[src/rtl/pa_core_exu_div_ctrl_pkg.sv]
// Shared widths, op encodings, FSM states and the prepared-operand bundle
// for the divider issue controller.
package pa_core_exu_div_ctrl_pkg;

  localparam int DATA_BUS_WIDTH = 32;
  localparam int REG_BUS_WIDTH  = 5;

  localparam logic [1:0] OP_DIV  = 2'b00;
  localparam logic [1:0] OP_DIVU = 2'b01;
  localparam logic [1:0] OP_REM  = 2'b10;
  localparam logic [1:0] OP_REMU = 2'b11;

  typedef enum logic [2:0] {
    ST_IDLE,
    ST_ISSUE,
    ST_WAIT,
    ST_DRAIN,
    ST_WB
  } div_state_e;

  // Operands as the unsigned divider wants them, plus the sign fix-ups it applies afterwards
  typedef struct packed {
    logic [DATA_BUS_WIDTH-1:0] data1;
    logic [DATA_BUS_WIDTH-1:0] data2;
    logic                      quot;
    logic                      q_sign;
    logic                      r_sign;
  } div_prep_t;

endpackage

[src/rtl/pa_core_exu_div_ctrl_if.sv]
// Divider issue/result bus and register-file write-back request bus,
// seen from the controller (master) and from the divider/arbiter (slave).
interface pa_core_exu_div_ctrl_if;
  import pa_core_exu_div_ctrl_pkg::*;

  logic                      div_start;
  logic [DATA_BUS_WIDTH-1:0] div_data1;
  logic [DATA_BUS_WIDTH-1:0] div_data2;
  logic [REG_BUS_WIDTH-1:0]  div_reg_waddr;
  logic                      div_op;
  logic                      div_q_sign;
  logic                      div_r_sign;
  logic                      div_hold;
  logic [DATA_BUS_WIDTH-1:0] div_data;
  logic                      div_data_vld;

  logic                      wb_req;
  logic [REG_BUS_WIDTH-1:0]  wb_waddr;
  logic [DATA_BUS_WIDTH-1:0] wb_data;
  logic                      wb_grant;

  modport master (
    output div_start, div_data1, div_data2, div_reg_waddr, div_op,
           div_q_sign, div_r_sign, wb_req, wb_waddr, wb_data,
    input  div_hold, div_data, div_data_vld, wb_grant
  );

  modport slave (
    input  div_start, div_data1, div_data2, div_reg_waddr, div_op,
           div_q_sign, div_r_sign, wb_req, wb_waddr, wb_data,
    output div_hold, div_data, div_data_vld, wb_grant
  );

endinterface

[src/rtl/pa_core_exu_div_prep.sv]
// Turns raw rs1/rs2 into divider magnitudes and quotient/remainder sign flags.
module pa_core_exu_div_prep
  import pa_core_exu_div_ctrl_pkg::*;
(
  input  logic [1:0]                op_i,
  input  logic [DATA_BUS_WIDTH-1:0] rs1_data_i,
  input  logic [DATA_BUS_WIDTH-1:0] rs2_data_i,
  output div_prep_t                 prep_o
);

  // Divide-by-zero keeps q_sign clear so the divider's all-ones quotient reads as -1
  always_comb begin
    prep_o       = '0;
    prep_o.quot  = ~op_i[1];
    prep_o.data1 = rs1_data_i;
    prep_o.data2 = rs2_data_i;
    if (!op_i[0]) begin
      prep_o.data1  = rs1_data_i[DATA_BUS_WIDTH-1] ? (DATA_BUS_WIDTH'(0) - rs1_data_i) : rs1_data_i;
      prep_o.data2  = rs2_data_i[DATA_BUS_WIDTH-1] ? (DATA_BUS_WIDTH'(0) - rs2_data_i) : rs2_data_i;
      prep_o.q_sign = (rs1_data_i[DATA_BUS_WIDTH-1] ^ rs2_data_i[DATA_BUS_WIDTH-1])
                      & (rs2_data_i != '0);
      prep_o.r_sign = rs1_data_i[DATA_BUS_WIDTH-1];
    end
  end

endmodule

[src/rtl/pa_core_exu_div_ctrl.sv]
// Issue-side controller for the iterative divider: accept, start, wait for the
// result pulse, buffer it and request the write port; flushed divides are drained.
module pa_core_exu_div_ctrl
  import pa_core_exu_div_ctrl_pkg::*;
(
  input  logic                      clk_i,
  input  logic                      rst_n_i,
  input  logic                      req_i,
  input  logic [1:0]                op_i,
  input  logic [DATA_BUS_WIDTH-1:0] rs1_data_i,
  input  logic [DATA_BUS_WIDTH-1:0] rs2_data_i,
  input  logic [REG_BUS_WIDTH-1:0]  rd_i,
  input  logic                      flush_i,
  output logic                      ready_o,
  output logic                      busy_o,
  pa_core_exu_div_ctrl_if.master    div_if
);

  div_state_e                state_q, state_d;
  div_prep_t                 prep, opnd_q;
  logic [REG_BUS_WIDTH-1:0]  rd_q;
  logic [REG_BUS_WIDTH-1:0]  wb_waddr_q;
  logic [DATA_BUS_WIDTH-1:0] wb_data_q;
  logic                      accept;
  logic                      capture;
  logic                      unused_div_hold;

  pa_core_exu_div_prep u_prep (
    .op_i       (op_i),
    .rs1_data_i (rs1_data_i),
    .rs2_data_i (rs2_data_i),
    .prep_o     (prep)
  );

  assign accept          = (state_q == ST_IDLE) && req_i && !flush_i;
  assign capture         = (state_q == ST_WAIT) && div_if.div_data_vld && !flush_i && (rd_q != '0);
  assign unused_div_hold = div_if.div_hold;

  always_ff @(posedge clk_i or negedge rst_n_i) begin
    if (!rst_n_i) state_q <= ST_IDLE;
    else          state_q <= state_d;
  end

  // A started divide cannot be cancelled, so flushes route through DRAIN until its pulse
  always_comb begin
    state_d = state_q;
    case (state_q)
      ST_IDLE:  if (accept) state_d = ST_ISSUE;
      ST_ISSUE: state_d = flush_i ? ST_DRAIN : ST_WAIT;
      ST_WAIT: begin
        if (div_if.div_data_vld) state_d = capture ? ST_WB : ST_IDLE;
        else if (flush_i)        state_d = ST_DRAIN;
      end
      ST_DRAIN: if (div_if.div_data_vld) state_d = ST_IDLE;
      ST_WB:    if (div_if.wb_grant || flush_i) state_d = ST_IDLE;
      default:  state_d = ST_IDLE;
    endcase
  end

  always_ff @(posedge clk_i or negedge rst_n_i) begin
    if (!rst_n_i) begin
      opnd_q <= '0;
      rd_q   <= '0;
    end else if (accept) begin
      opnd_q <= prep;
      rd_q   <= rd_i;
    end
  end

  always_ff @(posedge clk_i or negedge rst_n_i) begin
    if (!rst_n_i) begin
      wb_waddr_q <= '0;
      wb_data_q  <= '0;
    end else if (capture) begin
      wb_waddr_q <= rd_q;
      wb_data_q  <= div_if.div_data;
    end
  end

  assign ready_o = (state_q == ST_IDLE);
  assign busy_o  = !ready_o || accept;

  assign div_if.div_start     = (state_q == ST_ISSUE);
  assign div_if.div_data1     = opnd_q.data1;
  assign div_if.div_data2     = opnd_q.data2;
  assign div_if.div_reg_waddr = rd_q;
  assign div_if.div_op        = opnd_q.quot;
  assign div_if.div_q_sign    = opnd_q.q_sign;
  assign div_if.div_r_sign    = opnd_q.r_sign;

  assign div_if.wb_req   = (state_q == ST_WB);
  assign div_if.wb_waddr = wb_waddr_q;
  assign div_if.wb_data  = wb_data_q;

endmodule

[src/flat_wrapper.sv]
// flat-port wrapper written by rule: the top's interface ports become plain ports
module pa_core_exu_div_ctrl_flat import pa_core_exu_div_ctrl_pkg::*;
  (clk_i, rst_n_i, req_i, op_i, rs1_data_i, rs2_data_i, rd_i, flush_i, ready_o, busy_o, div_if_div_start, div_if_div_data1, div_if_div_data2, div_if_div_reg_waddr, div_if_div_op, div_if_div_q_sign, div_if_div_r_sign, div_if_wb_req, div_if_wb_waddr, div_if_wb_data, div_if_div_hold, div_if_div_data, div_if_div_data_vld, div_if_wb_grant);
  pa_core_exu_div_ctrl_if div_if_i ();
  input  logic clk_i;
  input  logic rst_n_i;
  input  logic req_i;
  input  logic [1:0] op_i;
  input  logic [DATA_BUS_WIDTH-1:0] rs1_data_i;
  input  logic [DATA_BUS_WIDTH-1:0] rs2_data_i;
  input  logic [REG_BUS_WIDTH-1:0] rd_i;
  input  logic flush_i;
  output logic ready_o;
  output logic busy_o;
  output wire logic [$bits(div_if_i.div_start)-1:0] div_if_div_start;
  output wire logic [$bits(div_if_i.div_data1)-1:0] div_if_div_data1;
  output wire logic [$bits(div_if_i.div_data2)-1:0] div_if_div_data2;
  output wire logic [$bits(div_if_i.div_reg_waddr)-1:0] div_if_div_reg_waddr;
  output wire logic [$bits(div_if_i.div_op)-1:0] div_if_div_op;
  output wire logic [$bits(div_if_i.div_q_sign)-1:0] div_if_div_q_sign;
  output wire logic [$bits(div_if_i.div_r_sign)-1:0] div_if_div_r_sign;
  output wire logic [$bits(div_if_i.wb_req)-1:0] div_if_wb_req;
  output wire logic [$bits(div_if_i.wb_waddr)-1:0] div_if_wb_waddr;
  output wire logic [$bits(div_if_i.wb_data)-1:0] div_if_wb_data;
  input wire logic [$bits(div_if_i.div_hold)-1:0] div_if_div_hold;
  input wire logic [$bits(div_if_i.div_data)-1:0] div_if_div_data;
  input wire logic [$bits(div_if_i.div_data_vld)-1:0] div_if_div_data_vld;
  input wire logic [$bits(div_if_i.wb_grant)-1:0] div_if_wb_grant;
  assign div_if_div_start = div_if_i.div_start;
  assign div_if_div_data1 = div_if_i.div_data1;
  assign div_if_div_data2 = div_if_i.div_data2;
  assign div_if_div_reg_waddr = div_if_i.div_reg_waddr;
  assign div_if_div_op = div_if_i.div_op;
  assign div_if_div_q_sign = div_if_i.div_q_sign;
  assign div_if_div_r_sign = div_if_i.div_r_sign;
  assign div_if_wb_req = div_if_i.wb_req;
  assign div_if_wb_waddr = div_if_i.wb_waddr;
  assign div_if_wb_data = div_if_i.wb_data;
  assign div_if_i.div_hold = div_if_div_hold;
  assign div_if_i.div_data = div_if_div_data;
  assign div_if_i.div_data_vld = div_if_div_data_vld;
  assign div_if_i.wb_grant = div_if_wb_grant;
  pa_core_exu_div_ctrl u_core (.clk_i(clk_i), .rst_n_i(rst_n_i), .req_i(req_i), .op_i(op_i), .rs1_data_i(rs1_data_i), .rs2_data_i(rs2_data_i), .rd_i(rd_i), .flush_i(flush_i), .ready_o(ready_o), .busy_o(busy_o), .div_if(div_if_i));
endmodule
[config.mk]
export PLATFORM = sky130hd
export DESIGN_NAME = pa_core_exu_div_ctrl_flat
export DESIGN_NICKNAME = d
export VERILOG_FILES = /design/src/rtl/pa_core_exu_div_ctrl_pkg.sv /design/src/rtl/pa_core_exu_div_ctrl_if.sv /design/src/rtl/pa_core_exu_div_prep.sv /design/src/rtl/pa_core_exu_div_ctrl.sv /design/src/flat_wrapper.sv
export SDC_FILE = /design/constraint.sdc
export NUM_CORES = 1
export LEC_CHECK = 0
export BUFFER_PORTS_ARGS = -buffer_cell sky130_fd_sc_hd__buf_2
export CORE_ASPECT_RATIO = 0.5
export CORE_MARGIN = 3
export CORE_UTILIZATION = 53
export CTS_CLUSTER_DIAMETER = 50
export DETAILED_ROUTE_END_ITERATION = 8
export GPL_TIMING_DRIVEN = 0
export PLACE_DENSITY_LB_ADDON = 0.3
export SLEW_MARGIN = 20
export SYNTH_ARGS = -nofsm -noshare
export SYNTH_HDL_FRONTEND = slang
export SYNTH_SLANG_ARGS = --single-unit
[constraint.sdc]
create_clock -name clk_i -period 4.6 [get_ports clk_i]
set_clock_uncertainty 0.05 [all_clocks]
set_input_delay 0.23 -clock clk_i [delete_from_list [all_inputs] [get_ports clk_i]]
set_output_delay 0.23 -clock clk_i [all_outputs]
set_load 0.005 [all_outputs]
# After elaboration in Yosys (flattened, before gate mapping)
# Cells that the tools add are included.
[classes]
addsub = 2
eq_ne = 8
muxes = 12
n_bitwise = 3
reduce_logical = 13
[ops]
columns = ["cell", "count"]
rows = [
  ["$mux 32", 2],
  ["$mux 64", 1],
  ["$sub 1x32->32 const A", 2],
  ["$reduce_bool 32->1", 1],
  ["$mux 3", 6],
  ["$pmux 3 s5", 1],
  ["$eq 3x2->1 const B", 2],
  ["$logic_and 1x1->1", 5],
  ["$reduce_bool 5->1", 1],
  ["$ne 2x2->1 const B", 2],
  ["$reduce_and 4->1", 1],
  ["$eq 3x1->1 const B", 1],
  ["$eq 3x3->1 const B", 1],
  ["$logic_not 3->1", 1],
  ["$ne 3x3->1 const B", 1],
  ["$logic_not 1->1", 2],
  ["$logic_or 1x1->1", 2],
  ["$mux 2", 1],
  ["$ne 2x1->1 const B", 1],
  ["$and 1x1->1", 1],
  ["$mux 1", 1],
  ["$not 1->1", 1],
  ["$xor 1x1->1", 1],
]
[word_totals]
reg_bits = 112
output_inout_bits = 113
wordCells = 47

# Logic depth before layout (Yosys ltp)
[logic_depth]
depth_word = 7
depth_mapped = 7
depth_no_buf = 7

# By module
# Synthesis repeated with hierarchy kept, for this count alone.
[hier_totals]
cells_unflattened = 467
area_unflattened_um2 = 5711.7
[by_module_without_submodules]
columns = ["mod", "n_inst", "cells_per_inst", "area_each_um2", "seq_area_each_um2"]
rows = [
  ["pa_core_exu_div_ctrl", 1, 255, 4282.9, 2802.7],
  ["pa_core_exu_div_prep", 1, 212, 1428.9, 0.0],
]

# Worst setup path before layout
# Ideal clock, no wire load.
[synth_path]
path_kind = "reg-to-reg"
startpoint = "reg u_core.state_q[0]"
endpoint = "reg u_core.wb_data_q[10], in the netlist u_core.div_if.wb_data[10]"
setup_ns = 0.116
arrival_ns = 1.809
t_required_ns = 4.434
slack_ns = 2.624
path_stages_with_launch = 7
synth_period_minus_slack_ns = 1.976
path_cell_list = "dfrtp_1 clkbuf_1 nor4_1 o21ai_2 buf_6 nand2_1 nand2_1"
[synth_via]
elab_chain_cells = 4
[synth_rtl]
columns = ["element", "line", "text"]
rows = [
  ["start: declaration", "pa_core_exu_div_ctrl.sv:19", "div_state_e state_q, state_d;"],
  ["start signal: assignment", "pa_core_exu_div_ctrl.sv:41", "else state_q <= state_d;"],
  ["$eq 3x2->1", "pa_core_exu_div_ctrl.sv:36", "assign capture = (state_q == ST_WAIT) && div_if.div_data_vld && !flush_i && (rd_q != '0);"],
  ["$logic_and 1x1->1 (3 in series)", "pa_core_exu_div_ctrl.sv:36", ""],
  ["end signal: assignment", "pa_core_exu_div_ctrl.sv:76", "wb_data_q <= div_if.div_data;"],
  ["end: declaration", "pa_core_exu_div_ctrl.sv:23", "logic [DATA_BUS_WIDTH-1:0] wb_data_q;"],
]
# Every way passes these cells.
# A chain may end at the register's enable or synchronous reset.

# Worst setup path in the final report
[layout_path]
startpoint = "reg u_core.state_q[0]"
endpoint = "reg u_core.opnd_q (netlist bit u_core.div_if.div_data1[0])"
[layout_via]
elab_chain_cells = 3
[layout_rtl]
columns = ["element", "line", "text"]
rows = [
  ["$logic_not 3->1", "pa_core_exu_div_ctrl.sv:35", "assign accept = (state_q == ST_IDLE) && req_i && !flush_i;"],
  ["$logic_and 1x1->1 (2 in series)", "pa_core_exu_div_ctrl.sv:35", ""],
  ["end signal: assignment", "pa_core_exu_div_ctrl.sv:65", "opnd_q <= prep;"],
  ["end: declaration", "pa_core_exu_div_ctrl.sv:20", "div_prep_t prep, opnd_q;"],
]
# Every way passes these cells.

==> reports/results.md <==
| Item | Value | Unit |
|:---|:---|:---|
| Clk pin slew, worst setup/hold paths | 0.08 | ns |
| Largest fanout on the critical path | 10 | - |
| Critical-path cell list | clkbuf_1 > nor3_1 > nand3b_1 > clkbuf_1 > clkbuf_1 > o21ai_0 | - |
| End of the worst hold path | u_core.div_if.wb_data[29]$_DFFE_PN0P_ | - |
| Crit path launch type | register | - |
| NumNets Final | 970 | - |
| Via-to-Cell Ratio | 5.40 | - |
| Leakage dissipation | 3.66 | nW |
| Growth of design area from synthesis to finish | 28.6 | % |
| Most frequent standard cell in the layout excluding fill and tap cells | sky130_fd_sc_hd__buf_2 | - |
| Number of synthesized flops with an enable pin | 0 | - |
| Worst Path Arrival | 2.58 | ns |
| First-pass GRT wire length | 25400 | um |
| Number of global-route vias before repair | 5270 | - |
| Startpoint of the tightest hold check path | div_if_div_data[29] | - |
| Reg-to-Reg Start | u_core.state_q[0]$_DFFE_PN0P_ | - |
| Largest net degree at the start of global routing | 78 | - |
| Vias after detailed routing | 5382 | - |
| Critical Path Max Stage Delay | 0.51 | ns |
| Reg2Reg Setup Slack | 2.16 | ns |
| Starting density of the core | 0.568 | - |
| Required @ worst endpoint | 4.74 | ns |
| Slew @ Worst Pin | 1.06 | ns |
| Finish-stage setup viols | 0 | - |
| Headroom to the max-slew limit | 0.288 | - |
| Area of the core | 9880 | um^2 |
| Most repeated library cell on the critical path | sky130_fd_sc_hd__clkbuf_1 | - |
| Total die area | 11900 | um^2 |
| Cell types with the largest area share after synthesis | sky130_fd_sc_hd__dfrtp_1, sky130_fd_sc_hd__nand2_1, sky130_fd_sc_hd__o21ai_0 | - |
| Post-synthesis sequential area ratio | 0.499 | - |
| Synthesized area per cell | 9.02 | um^2 |
| Total of buffers placed on input and output ports | 221 | - |
| Diodes inserted | 0 | - |
| Buffer levels on the longest clock path | 2 | - |
| Critical setup path kind | register to register | - |
| Number of clock buffers inserted by TritonCTS | 9 | - |
| Commonest cells after routing, fill and taps aside | sky130_fd_sc_hd__buf_2, sky130_fd_sc_hd__nand2_1, sky130_fd_sc_hd__dfrtp_1 | - |
| Count of different cell masters after synthesis | 44 | - |
| Netlist area before placement | 5620 | um^2 |
| Number of H-tree levels | 3 | - |
| Final Max Slew Viols | 0 | - |
| Primary flip-flop cell chosen by synthesis mapping | sky130_fd_sc_hd__dfrtp_1 | - |
| HPWL Detailed | 12100 | um |
| Critical register-to-register path endpoint | u_core.div_if.div_data1[0]$_DFFE_PN0P_ | - |
| Mean routed wirelength per cell | 15.8 | um |
| Fraction of final layout cells with drive strength greater than 1 | 0.298 | - |
| Placed cells | 981 | - |
| Post-CTS Resized | 0 | - |
| IO Count | 223 | - |
| Flop and latch count out of synthesis | 112 | - |
| Initial antenna violation count | 0 | - |
| Non-Filler Instances | 997 | - |
| Sinks on the clock net | 112 | - |
| Final TNS setup | 0 | ns |
| Cell type of the slowest stage on the worst timing path | sky130_fd_sc_hd__clkbuf_1 | - |
| Drt pass-1 iters | 4 | - |
| Total grt overflow | 0 | - |
| Post-Synthesis Net Count | 735 | - |
| Buffer count from post-CTS setup fixing | 0 | - |
| Final min period | 2.44 | ns |
| Row Count | 25 | - |
| Post-Syn Instances | 623 | - |
| Combined buffer and inverter count along the critical path | 3 | - |
| Start point of the critical path | u_core.state_q[0]$_DFFE_PN0P_ | - |
| Clock tree root driver cell | sky130_fd_sc_hd__clkbuf_16 | - |
| Post-synth ARST share | 1.00 | - |
| Final period util | 0.530 | - |
| Height of the chip | 78.8 | um |
| CP endpoint kind | register | - |
| Post-route DRC violation count | 0 | - |
| Hold Path Cell Cnt | 3 | - |
| Fin. Hold Viols | 0 | - |
| RD Place Congestion | 0.870 | - |
| Peak supply drop | 261 | uV |
| Clock latency reported for the late side of the worst-skew pair | 0.34 | ns |
| CTS tree | built | - |
| Worst min path class | primary input to register | - |
| Peak Freq | 0.411 | GHz |
| Share of Yosys cell area claimed by the top area cell type | 0.499 | - |
| Number of maximum-capacitance violations | 0 | - |
| Total number of yosys warnings | 0 | - |
| Status | complete, no violations | - |
| Residual antenna-violating net count after detailed routing | 0 | - |
| 1st-iter DRT viols | 278 | - |
| Final WL | 15700 | um |
| Cell Pwr Density | 515 | nW/um^2 |
| Library cell occupying the most area in the post-synthesis netlist | sky130_fd_sc_hd__dfrtp_1 | - |
| Global Route Usage Sum | 0.265 | - |
| Depth of the worst register-to-register path | 6 | - |
| RSZ-0062 raised after global routing | no | - |
| Cell class contributing the biggest share of worst-path delay | buffers and inverters | - |
| Hold_buf cts | 1 | - |
| Horiz. Die Dim | 152 | um |
## routing by layer
metal,track usage,vias up,share of wire
li1,-,2612,-
met3,0.0621,29,0.070
met2,0.475,194,0.49
met5,0,-,0
met1,0.324,2547,0.42
met4,0.0681,0,0.019
## metrics by stage
stage          instance area (um^2)   util  setup slack [ns]  hold WS, ns  total power, mW
2_1_floorplan                  5620      -              2.62       -0.116             2.26
3_3_place_gp                   6890  0.697              1.96        0.372             2.94
3_5_place_dp                   6940  0.702              2.15        0.110             3.02
4_1_cts                        7230  0.731              2.14       0.0119             3.77
5_1_grt                        7230  0.731              1.92       0.0182             4.03
6_report                       7230  0.731              2.16       0.0210             3.73
## layout make-up
cell class	instances	area, um^2
timing repair buffer	224	1150
fill	790	2660
tap	135	169
clock buffer	9	225
multi-input combinational	473	2640
sequential	112	2800
inverter	10	37.5
buffer	28	150
clock inverter	6	52.6
## power by group
part | switching (mW) | total [mW] | internal, mW
sequential | 0.254 | 1.69 | 1.43
combinational | 0.708 | 1.31 | 0.598
clock | 0.361 | 0.733 | 0.372
total | 1.32 | 3.73 | 2.40
## cell families after synthesis
kind of cell             share of synthesized area
flip-flops                                   0.499
AO/OA/AOI/OAI                                0.138
buffers and inverters                       0.0334
AND/OR/NAND/NOR                              0.236
XOR/XNOR                                    0.0888
adder cells (fa/ha/maj)                    0.00445
## worst min-delay path: cells and delay by family
family                 cells  cell delay, ns
buffers and inverters      1            0.07
AND/OR/NAND/NOR            2            0.08
## registers in the layout, summed over array words and instances, names as in the netlist
register                     count
u_core.div_if.div_op             1
u_core.div_if.div_r_sign         1
u_core.div_if.div_reg_waddr      5
u_core.div_if.div_data2         32
u_core.state_q                   3
u_core.div_if.wb_data           32
u_core.div_if.div_q_sign         1
u_core.div_if.wb_waddr           5
u_core.div_if.div_data1         32
## how the worst max path moves through the flow
| stage | to | cells past startpoint | slack, ns |
|---|---|---|---|
| 2_1_floorplan | u_core.div_if.wb_data[10]$_DFFE_PN0P_ | 6 | 2.62 |
| 3_3_place_gp | u_core.div_if.wb_data[10]$_DFFE_PN0P_ | 1 | 1.96 |
| 3_5_place_dp | u_core.div_if.div_data1[0]$_DFFE_PN0P_ | 6 | 2.15 |
| 4_1_cts | u_core.div_if.div_data1[0]$_DFFE_PN0P_ | 6 | 2.14 |
| 5_1_grt | u_core.div_if.div_data1[0]$_DFFE_PN0P_ | 6 | 1.92 |
| 6_report | u_core.div_if.div_data1[0]$_DFFE_PN0P_ | 6 | 2.16 |
## cell usage after synthesis, types with 3 or more instances
library cell               number
sky130_fd_sc_hd__nand2_1      190
sky130_fd_sc_hd__nor2_1        23
sky130_fd_sc_hd__o31ai_1       10
sky130_fd_sc_hd__nor3b_1        3
sky130_fd_sc_hd__xor2_1        30
sky130_fd_sc_hd__xnor2_1       27
sky130_fd_sc_hd__nand3_1        3
sky130_fd_sc_hd__or4_1          7
sky130_fd_sc_hd__dfrtp_1      112
sky130_fd_sc_hd__nor4_1         9
sky130_fd_sc_hd__clkbuf_1      21
sky130_fd_sc_hd__nand4_1        3
sky130_fd_sc_hd__nor2b_1        3
sky130_fd_sc_hd__a21oi_1       10
sky130_fd_sc_hd__a31oi_1       14
sky130_fd_sc_hd__nand3b_1       3
sky130_fd_sc_hd__nand2b_1       4
sky130_fd_sc_hd__inv_1         10
sky130_fd_sc_hd__nor3_1        14
sky130_fd_sc_hd__o41ai_1       10
sky130_fd_sc_hd__a22o_1         4
sky130_fd_sc_hd__o21ai_0       74
sky130_fd_sc_hd__nor4_4         4
sky130_fd_sc_hd__buf_6          6
Note: power is estimated with default switching activity, not from simulation.
